`src/rtl/osc_freq_cal.sv`:
```
// Ring-oscillator frequency calibration. It measures osc edges per window and searches the coarse code, then does a SAR on the fine code.
// Latency: about 274 clk per measurement (settle plus window plus capture). A full calibration is a few thousand cycles.
// Backpressure: none. cal_start is ignored while busy. `define OSC_CAL_TRACK_EN adds closed-loop tracking after a successful lock.
module osc_freq_cal #(
  parameter int N_MSB      = 7,
  parameter int N_LSB      = 4,
  parameter int CNT_W      = 12,
  parameter int WIN_CYC    = 256,
  parameter int SETTLE_CYC = 16
) (
  input  logic             clk,
  input  logic             rst,
  input  logic             cal_start,
  input  logic [CNT_W-1:0] target_cnt,
  input  logic [CNT_W-1:0] osc_cnt_gray,
  output logic [N_MSB-1:0] delay_con_msb,
  output logic [N_LSB-1:0] delay_con_lsb,
  output logic             cal_busy,
  output logic             cal_done,
  output logic             cal_err,
  output logic [CNT_W-1:0] meas_cnt
);

  localparam int TMR_W = $clog2(SETTLE_CYC + WIN_CYC + 2);
  localparam int IDX_W = (N_LSB > 1) ? $clog2(N_LSB) : 1;
  localparam logic [TMR_W-1:0] T_C0  = TMR_W'(SETTLE_CYC);
  localparam logic [TMR_W-1:0] T_C1  = TMR_W'(SETTLE_CYC + WIN_CYC);
  localparam logic [TMR_W-1:0] T_END = TMR_W'(SETTLE_CYC + WIN_CYC + 1);
  localparam logic [IDX_W-1:0] IDX_TOP = IDX_W'(N_LSB - 1);

  typedef enum logic [3:0] {
    IDLE, COARSE_MEAS, COARSE_EVAL, FINE_SET, FINE_MEAS, FINE_EVAL, DONE,
    TRACK_MEAS, TRACK_EVAL
  } state_t;

  state_t           state, state_nxt;
  logic [CNT_W-1:0] sync1, sync2, gray_bin, cnt_bin;
  logic [CNT_W-1:0] c0, c1, target_q;
  logic [TMR_W-1:0] timer;
  logic [IDX_W-1:0] fine_idx;
  logic             meas_active, meas_end, start_acc;
  logic             too_fast, msb_full, msb_empty;

  // Two-flop synchroniser for the async Gray count, then a registered decode (3 cycles pin to cnt_bin)
  always_ff @(posedge clk) begin
    if (rst) begin
      sync1   <= '0;
      sync2   <= '0;
      cnt_bin <= '0;
    end else begin
      sync1   <= osc_cnt_gray;
      sync2   <= sync1;
      cnt_bin <= gray_bin;
    end
  end

  // Gray to binary: each binary bit is the XOR of all Gray bits at or above it
  always_comb begin
    gray_bin = '0;
    for (int i = 0; i < CNT_W; i++) begin
      gray_bin[i] = ^(sync2 >> i);
    end
  end

  assign meas_active = (state == COARSE_MEAS) || (state == FINE_MEAS) || (state == TRACK_MEAS);
  assign meas_end    = meas_active && (timer == T_END);
  assign too_fast    = meas_cnt > target_q;
  assign msb_full    = &delay_con_msb;
  assign msb_empty   = ~|delay_con_msb;
`ifdef OSC_CAL_TRACK_EN
  assign start_acc   = cal_start && ((state == IDLE) || (state == TRACK_MEAS) || (state == TRACK_EVAL));
`else
  assign start_acc   = cal_start && (state == IDLE);
`endif

  // Measurement timer: runs only inside a measuring state and restarts for every window
  always_ff @(posedge clk) begin
    if (rst || !meas_active || meas_end) begin
      timer <= '0;
    end else begin
      timer <= timer + TMR_W'(1);
    end
  end

  // Capture start/end counts. Modular subtraction absorbs counter wrap inside the window.
  always_ff @(posedge clk) begin
    if (rst) begin
      c0       <= '0;
      c1       <= '0;
      meas_cnt <= '0;
    end else if (meas_active) begin
      if (timer == T_C0)  c0       <= cnt_bin;
      if (timer == T_C1)  c1       <= cnt_bin;
      if (timer == T_END) meas_cnt <= c1 - c0;
    end
  end

  // FSM state register
  always_ff @(posedge clk) begin
    if (rst) state <= IDLE;
    else     state <= state_nxt;
  end

  // FSM next-state logic
  always_comb begin
    state_nxt = state;
    case (state)
      IDLE:        if (cal_start) state_nxt = COARSE_MEAS;
      COARSE_MEAS: if (meas_end) state_nxt = COARSE_EVAL;
      COARSE_EVAL: begin
        if (too_fast) state_nxt = msb_full ? DONE : COARSE_MEAS;
        else          state_nxt = msb_empty ? DONE : FINE_SET;
      end
      FINE_SET:    state_nxt = FINE_MEAS;
      FINE_MEAS:   if (meas_end) state_nxt = FINE_EVAL;
      FINE_EVAL:   state_nxt = (fine_idx == '0) ? DONE : FINE_SET;
`ifdef OSC_CAL_TRACK_EN
      DONE:        state_nxt = cal_err ? IDLE : TRACK_MEAS;
      TRACK_MEAS: begin
        if (cal_start)     state_nxt = COARSE_MEAS;
        else if (meas_end) state_nxt = TRACK_EVAL;
      end
      TRACK_EVAL:  state_nxt = cal_start ? COARSE_MEAS : TRACK_MEAS;
`else
      DONE:        state_nxt = IDLE;
`endif
      default:     state_nxt = IDLE;
    endcase
  end

  // FSM outputs decoded from state. Both are low in IDLE, so reset clears them.
  always_comb begin
    cal_busy = (state == COARSE_MEAS) || (state == COARSE_EVAL) || (state == FINE_SET) ||
               (state == FINE_MEAS) || (state == FINE_EVAL);
    cal_done = (state == DONE);
  end

`ifdef OSC_CAL_TRACK_EN
  logic lsb_full, lsb_empty, trk_fast, trk_slow;
  assign lsb_full  = &delay_con_lsb;
  assign lsb_empty = ~|delay_con_lsb;
  // Deadband of +/-1 edge around target. Compare in CNT_W+1 bits so target+1 cannot overflow.
  assign trk_fast  = {1'b0, meas_cnt} > ({1'b0, target_q} + (CNT_W+1)'(1));
  assign trk_slow  = ({1'b0, meas_cnt} + (CNT_W+1)'(1)) < {1'b0, target_q};
`endif

  // Code/target/error datapath. Codes move only in EVAL/SET states, never inside a window.
  always_ff @(posedge clk) begin
    if (rst) begin
      target_q      <= '0;
      delay_con_msb <= '0;
      delay_con_lsb <= '0;
      fine_idx      <= '0;
      cal_err       <= 1'b0;
    end else if (start_acc) begin
      target_q      <= target_cnt;
      delay_con_msb <= '0;
      delay_con_lsb <= '0;
      cal_err       <= 1'b0;
    end else begin
      case (state)
        COARSE_EVAL: begin
          if (too_fast) begin
            if (msb_full) begin
              cal_err       <= 1'b1;
              delay_con_lsb <= '1;
            end else begin
              delay_con_msb <= {delay_con_msb[N_MSB-2:0], 1'b1};
            end
          end else if (msb_empty) begin
            cal_err       <= 1'b1;
            delay_con_lsb <= '0;
          end else begin
            // Step back to the last coarse code that was still too fast; the fine code closes the gap
            delay_con_msb <= delay_con_msb >> 1;
            fine_idx      <= IDX_TOP;
          end
        end
        FINE_SET: delay_con_lsb[fine_idx] <= 1'b1;
        FINE_EVAL: begin
          if (!too_fast) delay_con_lsb[fine_idx] <= 1'b0;
          if (fine_idx != '0) fine_idx <= fine_idx - 1'b1;
        end
`ifdef OSC_CAL_TRACK_EN
        TRACK_EVAL: begin
          if (trk_fast) begin
            if (lsb_full && msb_full) begin
              cal_err <= 1'b1;
            end else if (lsb_full) begin
              delay_con_lsb <= '0;
              delay_con_msb <= {delay_con_msb[N_MSB-2:0], 1'b1};
            end else begin
              delay_con_lsb <= delay_con_lsb + 1'b1;
            end
          end else if (trk_slow) begin
            if (lsb_empty && msb_empty) begin
              cal_err <= 1'b1;
            end else if (lsb_empty) begin
              delay_con_lsb <= '1;
              delay_con_msb <= delay_con_msb >> 1;
            end else begin
              delay_con_lsb <= delay_con_lsb - 1'b1;
            end
          end
        end
`endif
        default: ;
      endcase
    end
  end

endmodule

```
`config.mk`:
```
export PLATFORM = sky130hd
export DESIGN_NAME = osc_freq_cal
export DESIGN_NICKNAME = d
export VERILOG_FILES = /design/src/rtl/osc_freq_cal.sv
export SDC_FILE = /design/constraint.sdc
export NUM_CORES = 1
export LEC_CHECK = 0
export BUFFER_PORTS_ARGS = -buffer_cell sky130_fd_sc_hd__buf_2
export CAP_MARGIN = 20
export CORE_ASPECT_RATIO = 0.75
export CORE_UTILIZATION = 30
export CTS_CLUSTER_DIAMETER = 50
export CTS_CLUSTER_SIZE = 24
export DETAILED_ROUTE_END_ITERATION = 7
export GPL_ROUTABILITY_DRIVEN = 0
export PLACE_DENSITY_LB_ADDON = 0.12
export SYNTH_ARGS = -nofsm -noshare
export SYNTH_HDL_FRONTEND = slang
export SYNTH_SLANG_ARGS = --single-unit
export TNS_END_PERCENT = 100
```
`constraint.sdc`:
```
create_clock -name clk -period 4.35 [get_ports clk]
set_input_delay 1.305 -clock clk [delete_from_list [all_inputs] [get_ports clk]]
set_output_delay 1.305 -clock clk [all_outputs]
set_load 0.02 [all_outputs]
```
==> impl_metrics.yaml, run 1 <==
run_status:
  status: "complete, but fails checks"
  violations: "DRC"
floorplanning:
  fp.dieH_um: 114
  initial_core_util: 0.311
  dieArea_mm2: 0.0174
  die_w_um: 152
  ioPinCount: 53
  core_mm2: 0.0163
  core.rowCount: 40
synth:
  syn_inst: 575
  ys_seq_area_frac: 0.436
  ys.warnings.count: 0
  dominantRegCellSynth: "dfxtp_1"
  ys_types: 47
  syn_nets: 633
  syn-cell-area_mm2: 0.00506
  synthArstFlopShare: 0
  synth-seq-cells: 110
  synth_edf_count: 0
  syn_area_per_cell_um2: 8.79
critical_path:
  r2r_slack_ps: 1680
  worstPathRequired_ps: 3040
  endpoint_kind: "output pin"
  crit_fanout: 16
  worstSetupPathType: "register to output pin"
  critPathArrivalTime_ps: 1410
  cp-start-kind: "register"
route:
  viasPerCell: 4.55
  final_antenna_net_count: 0
  drc_errors: 10
  dr.pass1.iters: 8
  drtIter0Drc: 171
  avgRoutedWirePerCell_um: 12.9
  routed_wl_um: 10700
  vias: 3797
flow_run:
  max_cap_violations: 0
global_route:
  grt-ovfl-total: 0
  antenna_found_initial: 0
  track_usage: 0.130
  grt_max_degree: 53
  grt_pass1_vias: 3462
  grt_pass1_wl_um: 18100
clock_network:
  insertion_delay_ps: 360
  clockBufferDepth: 2
  cts_setup_buffers: 0
  clk_pin_slew_ps: 80
  cts_tree: "built"
  cts_made_buffers: 9
  h-tree-depth: 3
  cts_hold_buf: 0
  cts-root-buf: "clkbuf_16"
  cts_sinks: 110
  cts_resized: 0
timing:
  report.final.hold_viol_count: 0
  finalSetupViolCount: 0
  rsz0062_at_grt: "false"
  fmax_mhz: 368
  slew-limit-headroom: 0.556
  period_share: 0.624
  tightest_slew_ps: 666
  finalSetupTns_ps: 0
  clock_skew_ps: 15.3
  slew_viol_final: 0
  period_needed_ps: 2720
worst_hold_path:
  hold_class: "register to register"
pwr:
  leakagePower_nw: 2.31
  p_per_area_mw_per_mm2: 448
  irDropWorstVdd_uv: 188
final_layout:
  final_cells: 834
  syn_to_final_growth_pct: 15.4
  most-common-layout-cells: "dfxtp_1 (110), nor2_1 (76), nand2_1 (60)"
  layout.nets: 677
  final_common_cell: "dfxtp_1"
  drive_gt1_frac: 0.136
  antennaDiodeCount: 0
placement:
  port_buffers: 52
  hpwlAfterDp_um: 8020
  placedCellCount: 818
## area by class of cell
cell class | instances | area, µm²
fill | 1686 | 10400
multi-input combinational | 406 | 2630
sequential | 110 | 2200
timing repair buffer | 57 | 298
tap | 210 | 263
clock buffer | 9 | 225
inverter | 35 | 131
clock inverter | 7 | 88.8
## through the flow
stage | cell area (µm²) | setup WS [ps] | power [W] | hold slack, ps | util
2_1_floorplan | 5060 | 1930 | 0.00163 | 414 | -
3_3_place_gp | 5520 | 1480 | 0.00179 | 424 | 0.340
3_5_place_dp | 5520 | 1410 | 0.00180 | 424 | 0.340
4_1_cts | 5840 | 1610 | 0.00266 | 446 | 0.359
5_1_grt | 5840 | 1460 | 0.00279 | 463 | 0.359
6_report | 5840 | 1630 | 0.00262 | 440 | 0.359
## flip-flops by register name, summed over array words and instances (netlist names)
name / cells
timer: 9
sync1: 12
delay_con_msb: 7
state: 3
delay_con_lsb: 4
meas_cnt: 12
sync2: 12
c0: 12
c1: 12
cal_err: 1
cnt_bin: 12
fine_idx: 2
target_q: 12
## where the power goes
part	switching, W	internal, W	leakage (nW)
Sequential	0.0000897	0.00109	0.896
Clock	0.000426	0.000418	0.153
Combinational	0.000373	0.000223	1.26
Total	0.000889	0.00173	2.31
## path summary, 6_finish.rpt
check,from,end,depth (start not counted)
setup / recovery,state[2],cal_busy,3
hold / removal,sync1[11],sync2[11],1
setup reg to reg,target_q[9],state[0],10
hold reg to reg,sync1[11],sync2[11],1
## cells by family after synthesis
group,after synthesis,synth area share
compound gates,95,0.118
xor+xnor,27,0.0586
fa+ha+maj,31,0.0782
buf+inv,59,0.0445
flops,110,0.436
mux,31,0.0616
simple gates,222,0.204
## critical path: stages, from the launching register on
cell and delay, ps:
dfxtp_1 640, nor3_1 120, a21oi_1 130, buf_2 180
## metal layers
metal | GRT usage | routed length [µm]
met5 | 0 | 0
met4 | 0.0388 | 105
met3 | 0.0314 | 421
met2 | 0.170 | 3920
met1 | 0.201 | 6280
## cell usage after synthesis, types with 5 or more instances
master	number	area, µm²
a211oi_1	5	37.5
a21o_1	11	82.6
a21oi_1	33	165
clkbuf_1	21	78.8
dfxtp_1	110	2200
ha_1	30	375
inv_1	35	131
mux2i_1	30	300
nand2_1	60	225
nand3_1	11	55.1
nand4_1	7	43.8
nor2_1	76	285
nor2b_1	31	194
nor3_1	11	55.1
o21a_1	7	52.6
o21ai_0	19	95.1
o311ai_0	5	43.8
or3_1	9	56.3
xnor2_1	8	70.1
xor2_1	12	105
Note: power is estimated with default switching activity, not from simulation.
==> run 2: changes to the inputs <==
--- a/config.mk
+++ b/config.mk
@@ -5,6 +5,7 @@
 export SDC_FILE = /design/constraint.sdc
 export NUM_CORES = 1
 export LEC_CHECK = 0
+export ABC_AREA = 1
 export BUFFER_PORTS_ARGS = -buffer_cell sky130_fd_sc_hd__buf_2
 export CAP_MARGIN = 20
 export CORE_ASPECT_RATIO = 0.75
==> constraint.sdc (replaced) <==
create_clock -name clk -period 2.3 [get_ports clk]
set_input_delay 0.69 -clock clk [delete_from_list [all_inputs] [get_ports clk]]
set_output_delay 0.69 -clock clk [all_outputs]
set_load 0.02 [all_outputs]
==> run 2 against run 1 <==
Sequential share of layout area shrank 0.80 points; the run now ends clean; largest cell class unchanged; hold slack lost 36 ps; critical path type unchanged; critical path depth grew 2; non-clock buffer count grew 2; via count grew 12%; combinational power grew 110%; sequential cell count is the same; critical endpoint unchanged; synthesized area grew 2.0%.
==> impl_metrics.yaml, run 2 <==
clock_network:
  clk_pin_slew_ps: 80
  insertion_delay_ps: 360
  clockBufferDepth: 2
  cts_made_buffers: 9
  cts_sinks: 110
  cts_tree: "built"
  h-tree-depth: 3
  cts-root-buf: "clkbuf_16"
pwr:
  leakagePower_nw: 2.81
  totalPowerFinal_w: 0.00503
  p_clk_frac: 0.319
  irDropWorstVdd_uv: 327
  seqPwrFrac: 0.436
  intPower_w: 0.00331
  p_per_area_mw_per_mm2: 844
  combPwrFrac: 0.245
  p_sw_w: 0.00172
  swShare: 0.342
synth:
  synth_edf_count: 0
  synth_area_leaders: "dfxtp_1 (43%), nor2_1 (7.9%), nand2_1 (7.4%), ha_1 (7.3%), inv_1 (6.8%)"
  synthDominantCellAreaShare: 0.427
  ys_seq_area_frac: 0.427
  synth_common_cells: "dfxtp_1 (110), nor2_1 (109), nand2_1 (102)"
  synth_top_area_cell: "dfxtp_1"
  yosysMostFrequentCell: "dfxtp_1"
  ys.warnings.count: 0
  synth-seq-cells: 110
  syn_inst: 680
  dominantRegCellSynth: "dfxtp_1"
  synthArstFlopShare: 0
  syn_area_per_cell_um2: 7.58
  syn_nets: 738
  ys_types: 42
  syn-cell-area_mm2: 0.00516
final_layout:
  layout.nets: 791
  syn_to_final_growth_pct: 15.6
  final_cells: 953
  antennaDiodeCount: 0
  multi_input_area_mm2: 0.00249
  final.fill_count: 1812
  most-common-layout-cells: "dfxtp_1 (110), nor2_1 (109), nand2_1 (101)"
  register_area_mm2: 0.00220
  drive_gt1_frac: 0.136
  final_common_cell: "dfxtp_1"
timing:
  slew-limit-headroom: 0.701
  finalSetupTns_ps: 0
  clock_skew_ps: 12.5
  period_needed_ps: 2100
  period_share: 0.913
  tightest_slew_ps: 447
  slew_viol_final: 0
  fmax_mhz: 476
  report.final.hold_viol_count: 0
  finalSetupViolCount: 0
  rsz0062_at_grt: "false"
  whs_ps: 404
route:
  drc_errors: 0
  final_antenna_net_count: 0
  drtIter0Drc: 196
  routed_wl_um: 11200
  viasPerCell: 4.47
  avgRoutedWirePerCell_um: 11.7
  vias: 4259
  dr.pass1.iters: 4
critical_path:
  worstSetupPathType: "register to output pin"
  critPathArrivalTime_ps: 1410
  endpoint_kind: "output pin"
  cp-start-kind: "register"
  worstPathRequired_ps: 1610
  crit_fanout: 4
floorplanning:
  core_mm2: 0.0168
  fp.dieH_um: 116
  core.rowCount: 41
  initial_core_util: 0.307
  dieArea_mm2: 0.0177
  die_w_um: 153
  ioPinCount: 53
placement:
  hpwlAfterDp_um: 8500
  placedCellCount: 937
  port_buffers: 52
global_route:
  antenna_found_initial: 0
  grt_pass1_wl_um: 18800
  grt_max_degree: 36
  track_usage: 0.135
  grt-ovfl-total: 0
  grt_pass1_vias: 3930
flow_run:
  max_cap_violations: 0
run_status:
  status: "finished clean"
worst_hold_path:
  hold_class: "register to register"
run 2: changes by cell type after synthesis, sizes merged, moves of 6 or more:
cell	before	now
nand2	60	107
inv	35	99
o21ai	20	60
or3	9	0
xnor2	10	20
nor2b	31	0
a21oi	33	55
o21a	7	1
nor2	76	113
mux2i	30	0
nand3	11	18
clkbuf	21	9
a21o	11	2
run 2: repair_timing:
item | 4_1_cts | 5_1_grt
buffers inserted | 0 | 0
resized for setup | 0 | 1
hold buffers | 0 | 0
setup endpoints to repair | 0 | 3
run 2: layout make-up:
class                      instances  area share
clock inverter                     6      0.0122
tap                              215      0.0451
inverter                         100      0.0629
sequential                       110       0.369
clock buffer                      10      0.0401
timing repair buffer              59      0.0525
multi-input combinational        453       0.418
run 2: final timing paths:
kind                            cells past startpoint          endpoint   startpoint  slack, ps
worst min register to register                      2          sync2[6]     sync1[6]        400
worst min-delay path                                2          sync2[6]     sync1[6]        400
worst max-delay path                                5          cal_busy     state[1]        200
worst max register to register                     12  delay_con_lsb[0]  meas_cnt[7]        240
run 2: power by group through the flow:
stage	sequential (W)	clock, W	combinational, W
2_1_floorplan	0.00225	0	0.000901
3_3_place_gp	0.00224	0	0.00122
3_5_place_dp	0.00224	0	0.00125
4_1_cts	0.00220	0.00167	0.00125
5_1_grt	0.00223	0.00175	0.00142
6_report	0.00220	0.00161	0.00123
run 2: worst max-delay path, cell delays in order, from the launching register on:
cell and delay, ps:
dfxtp_1 400, inv_1 100, nand2_1 140, nor2_1 90
a21oi_1 150, buf_2 190
run 2: kinds of logic after synthesis:
group	count (synthesis)	share of synthesized area
and+or+nand+nor	261	0.216
xor gates and xnor gates	34	0.0607
adders and majority gates	31	0.0767
AOI/OAI and AO/OA	127	0.129
buffers and inverters	117	0.0902
DFF	110	0.427
run 2: layer usage:
layer,routed length [µm],up-vias,GRT usage
li1,-,2255,-
met1,5960,1930,0.186
met2,4620,64,0.202
met3,425,10,0.0337
met4,162,0,0.0520
met5,0,-,0
run 2: per-stage QoR:
step | cell area (µm²) | worst slack, ps | utilization
6_report | 5960 | 200 | 0.354
5_1_grt | 5960 | 24.4 | 0.354
4_1_cts | 5960 | 146 | 0.354
3_5_place_dp | 5650 | 187 | 0.336
3_3_place_gp | 5650 | 282 | 0.336
2_1_floorplan | 5160 | 467 | -
==> run 3: changes to the inputs <==
==> constraint.sdc (replaced) <==
create_clock -name clk -period 2.3 [get_ports clk]
set_input_delay 0.115 -clock clk [delete_from_list [all_inputs] [get_ports clk]]
set_output_delay 0.115 -clock clk [all_outputs]
set_load 0.02 [all_outputs]
==> run 3 against run 2 <==
Clock power fell by 2%; cell count rose by 1.4%; hold slack worse by 360 ps; final area up 2.0%; clock skew rose by 2.6 ps; combinational power about the same; utilization increased by 0.71 points; largest cell class unchanged; largest power group unchanged.
==> impl_metrics.yaml, run 3 (synthesis gave the netlist of run 2 again) <==
global_route:
  grt_pass1_wl_um: 18800
  antenna_found_initial: 0
  use_met1: 0.184
  grt_use_met3: 0.0329
  grt_max_degree: 38
  track_usage: 0.134
  grt-ovfl-total: 0
  grt_use_met2: 0.204
  grt_pass1_vias: 3975
  top_usage_layer: "met2"
timing:
  slew-limit-headroom: 0.698
  rsz0062_at_grt: "false"
  fmax_mhz: 490
  whs_ps: 40.3
  period_share: 0.887
  finalSetupTns_ps: 0
  clock_skew_ps: 15.2
  slew_viol_final: 0
  report.final.hold_viol_count: 0
  period_needed_ps: 2040
  tightest_slew_ps: 451
  finalSetupViolCount: 0
critical_path:
  crit_end: "delay_con_lsb[0]"
  r2r_end: "delay_con_lsb[0]"
  endpoint_kind: "register"
  critPathArrivalTime_ps: 2310
  worstPathRequired_ps: 2570
  crit_path_start: "target_q[7]"
  cp-start-kind: "register"
  worstSetupPathType: "register to register"
  r2r_start: "target_q[7]"
  r2r_slack_ps: 260
  crit_fanout: 16
  reg2reg_depth: 13
final_layout:
  final_common_cell: "dfxtp_1"
  layout.nets: 804
  final.fill_count: 1781
  syn_to_final_growth_pct: 17.9
  antennaDiodeCount: 0
  drive_gt1_frac: 0.134
  most-common-layout-cells: "dfxtp_1 (110), nor2_1 (109), nand2_1 (101)"
pwr:
  irDropWorstVdd_uv: 374
  p_per_area_mw_per_mm2: 826
  intPower_w: 0.00332
  swShare: 0.340
  combPwrFrac: 0.250
  leakagePower_nw: 2.86
  seqPwrFrac: 0.437
  p_clk_frac: 0.313
  p_sw_w: 0.00171
route:
  final_antenna_net_count: 0
  avgRoutedWirePerCell_um: 11.4
  viasPerCell: 4.41
  drtIter0Drc: 244
  routed_wl_um: 11000
  dr.pass1.iters: 4
  drc_errors: 0
  vias: 4256
flow_run:
  max_cap_violations: 0
clock_network:
  clockBufferDepth: 2
  cts_sinks: 110
  cts_made_buffers: 9
  cts-root-buf: "clkbuf_16"
  h-tree-depth: 3
  insertion_delay_ps: 360
  cts_tree: "built"
  clk_pin_slew_ps: 80
floorplanning:
  ioPinCount: 53
  initial_core_util: 0.307
  core_mm2: 0.0168
  dieArea_mm2: 0.0177
  die_w_um: 153
  core.rowCount: 41
  fp.dieH_um: 116
placement:
  port_buffers: 52
  hpwlAfterDp_um: 8290
run_status:
  status: "finished clean"
worst_hold_path:
  hold_class: "primary input to register"
## run 3: cell count changes in the layout (fill, tap and decap cells not counted)
cell and delta:
clkinv_8 -1, buf_4 +1, clkinvlp_4 +1, dlygate4sd3_1 +12
## run 3: cell type report
class / instances / area (µm²) / share of cell area
Clock buffer: 10 / 239 / 0.0393
Timing Repair Buffer: 72 / 440 / 0.0724
Tap cell: 215 / 269 / 0.0442
Clock inverter: 6 / 63.8 / 0.0105
Sequential cell: 110 / 2200 / 0.362
Multi-Input combinational cell: 453 / 2490 / 0.410
Inverter: 100 / 375 / 0.0617
## run 3: what timing repair did
action	CTS	global route
hold endpoints to repair	12	0
setup endpoints to repair	0	3
hold buffers	12	0
resized for setup	0	1
setup buffers	0	0
## run 3: power groups by stage
stage          Clock (W)  Sequential, W  Combinational [W]
3_5_place_dp           0        0.00224            0.00124
2_1_floorplan          0        0.00225           0.000901
3_3_place_gp           0        0.00224            0.00123
4_1_cts          0.00165        0.00220            0.00126
6_report         0.00157        0.00220            0.00126
5_1_grt          0.00171        0.00222            0.00145
## run 3: stage by stage
stage / util / power, W / cell area (µm²) / setup slack, ps / std cells
floorplan: - / 0.00315 / 5160 / 467 / 680
global placement: 0.336 / 0.00346 / 5660 / 274 / 938
detailed placement: 0.336 / 0.00348 / 5660 / 200 / 938
CTS: 0.361 / 0.00511 / 6080 / 197 / 966
global route: 0.361 / 0.00538 / 6080 / 10.4 / 966
finish: 0.361 / 0.00503 / 6080 / 261 / 966
## run 3: worst min-delay path by stage
stage,start,end,slack [ps],cells after the start
3_5_place_dp,osc_cnt_gray[10],sync1[10],320,3
6_report,target_cnt[10],target_q[10],40,3
2_1_floorplan,osc_cnt_gray[0],sync1[0],220,2
4_1_cts,target_cnt[10],target_q[10],20,3
3_3_place_gp,osc_cnt_gray[9],sync1[9],310,3
5_1_grt,target_cnt[10],target_q[10],50,3
## run 3: worst max-delay path: stages, from the launching register on
cell     delay [ps]
dfxtp_1         310
inv_1            50
ha_1            300
nand4_1         160
nor2_1          130
nand2_1          60
nand3_1         190
nand2_2         130
nand2_2         110
nand3_4         170
nand2_2         170
nand2_1          70
nand2_1          60
nor2_1           40
## run 3: per-layer routing
metal | vias to the layer above | routed length (µm)
met2 | 64 | 4570
met1 | 1894 | 5910
met4 | 0 | 158
li1 | 2287 | -
met3 | 11 | 387
met5 | - | 0
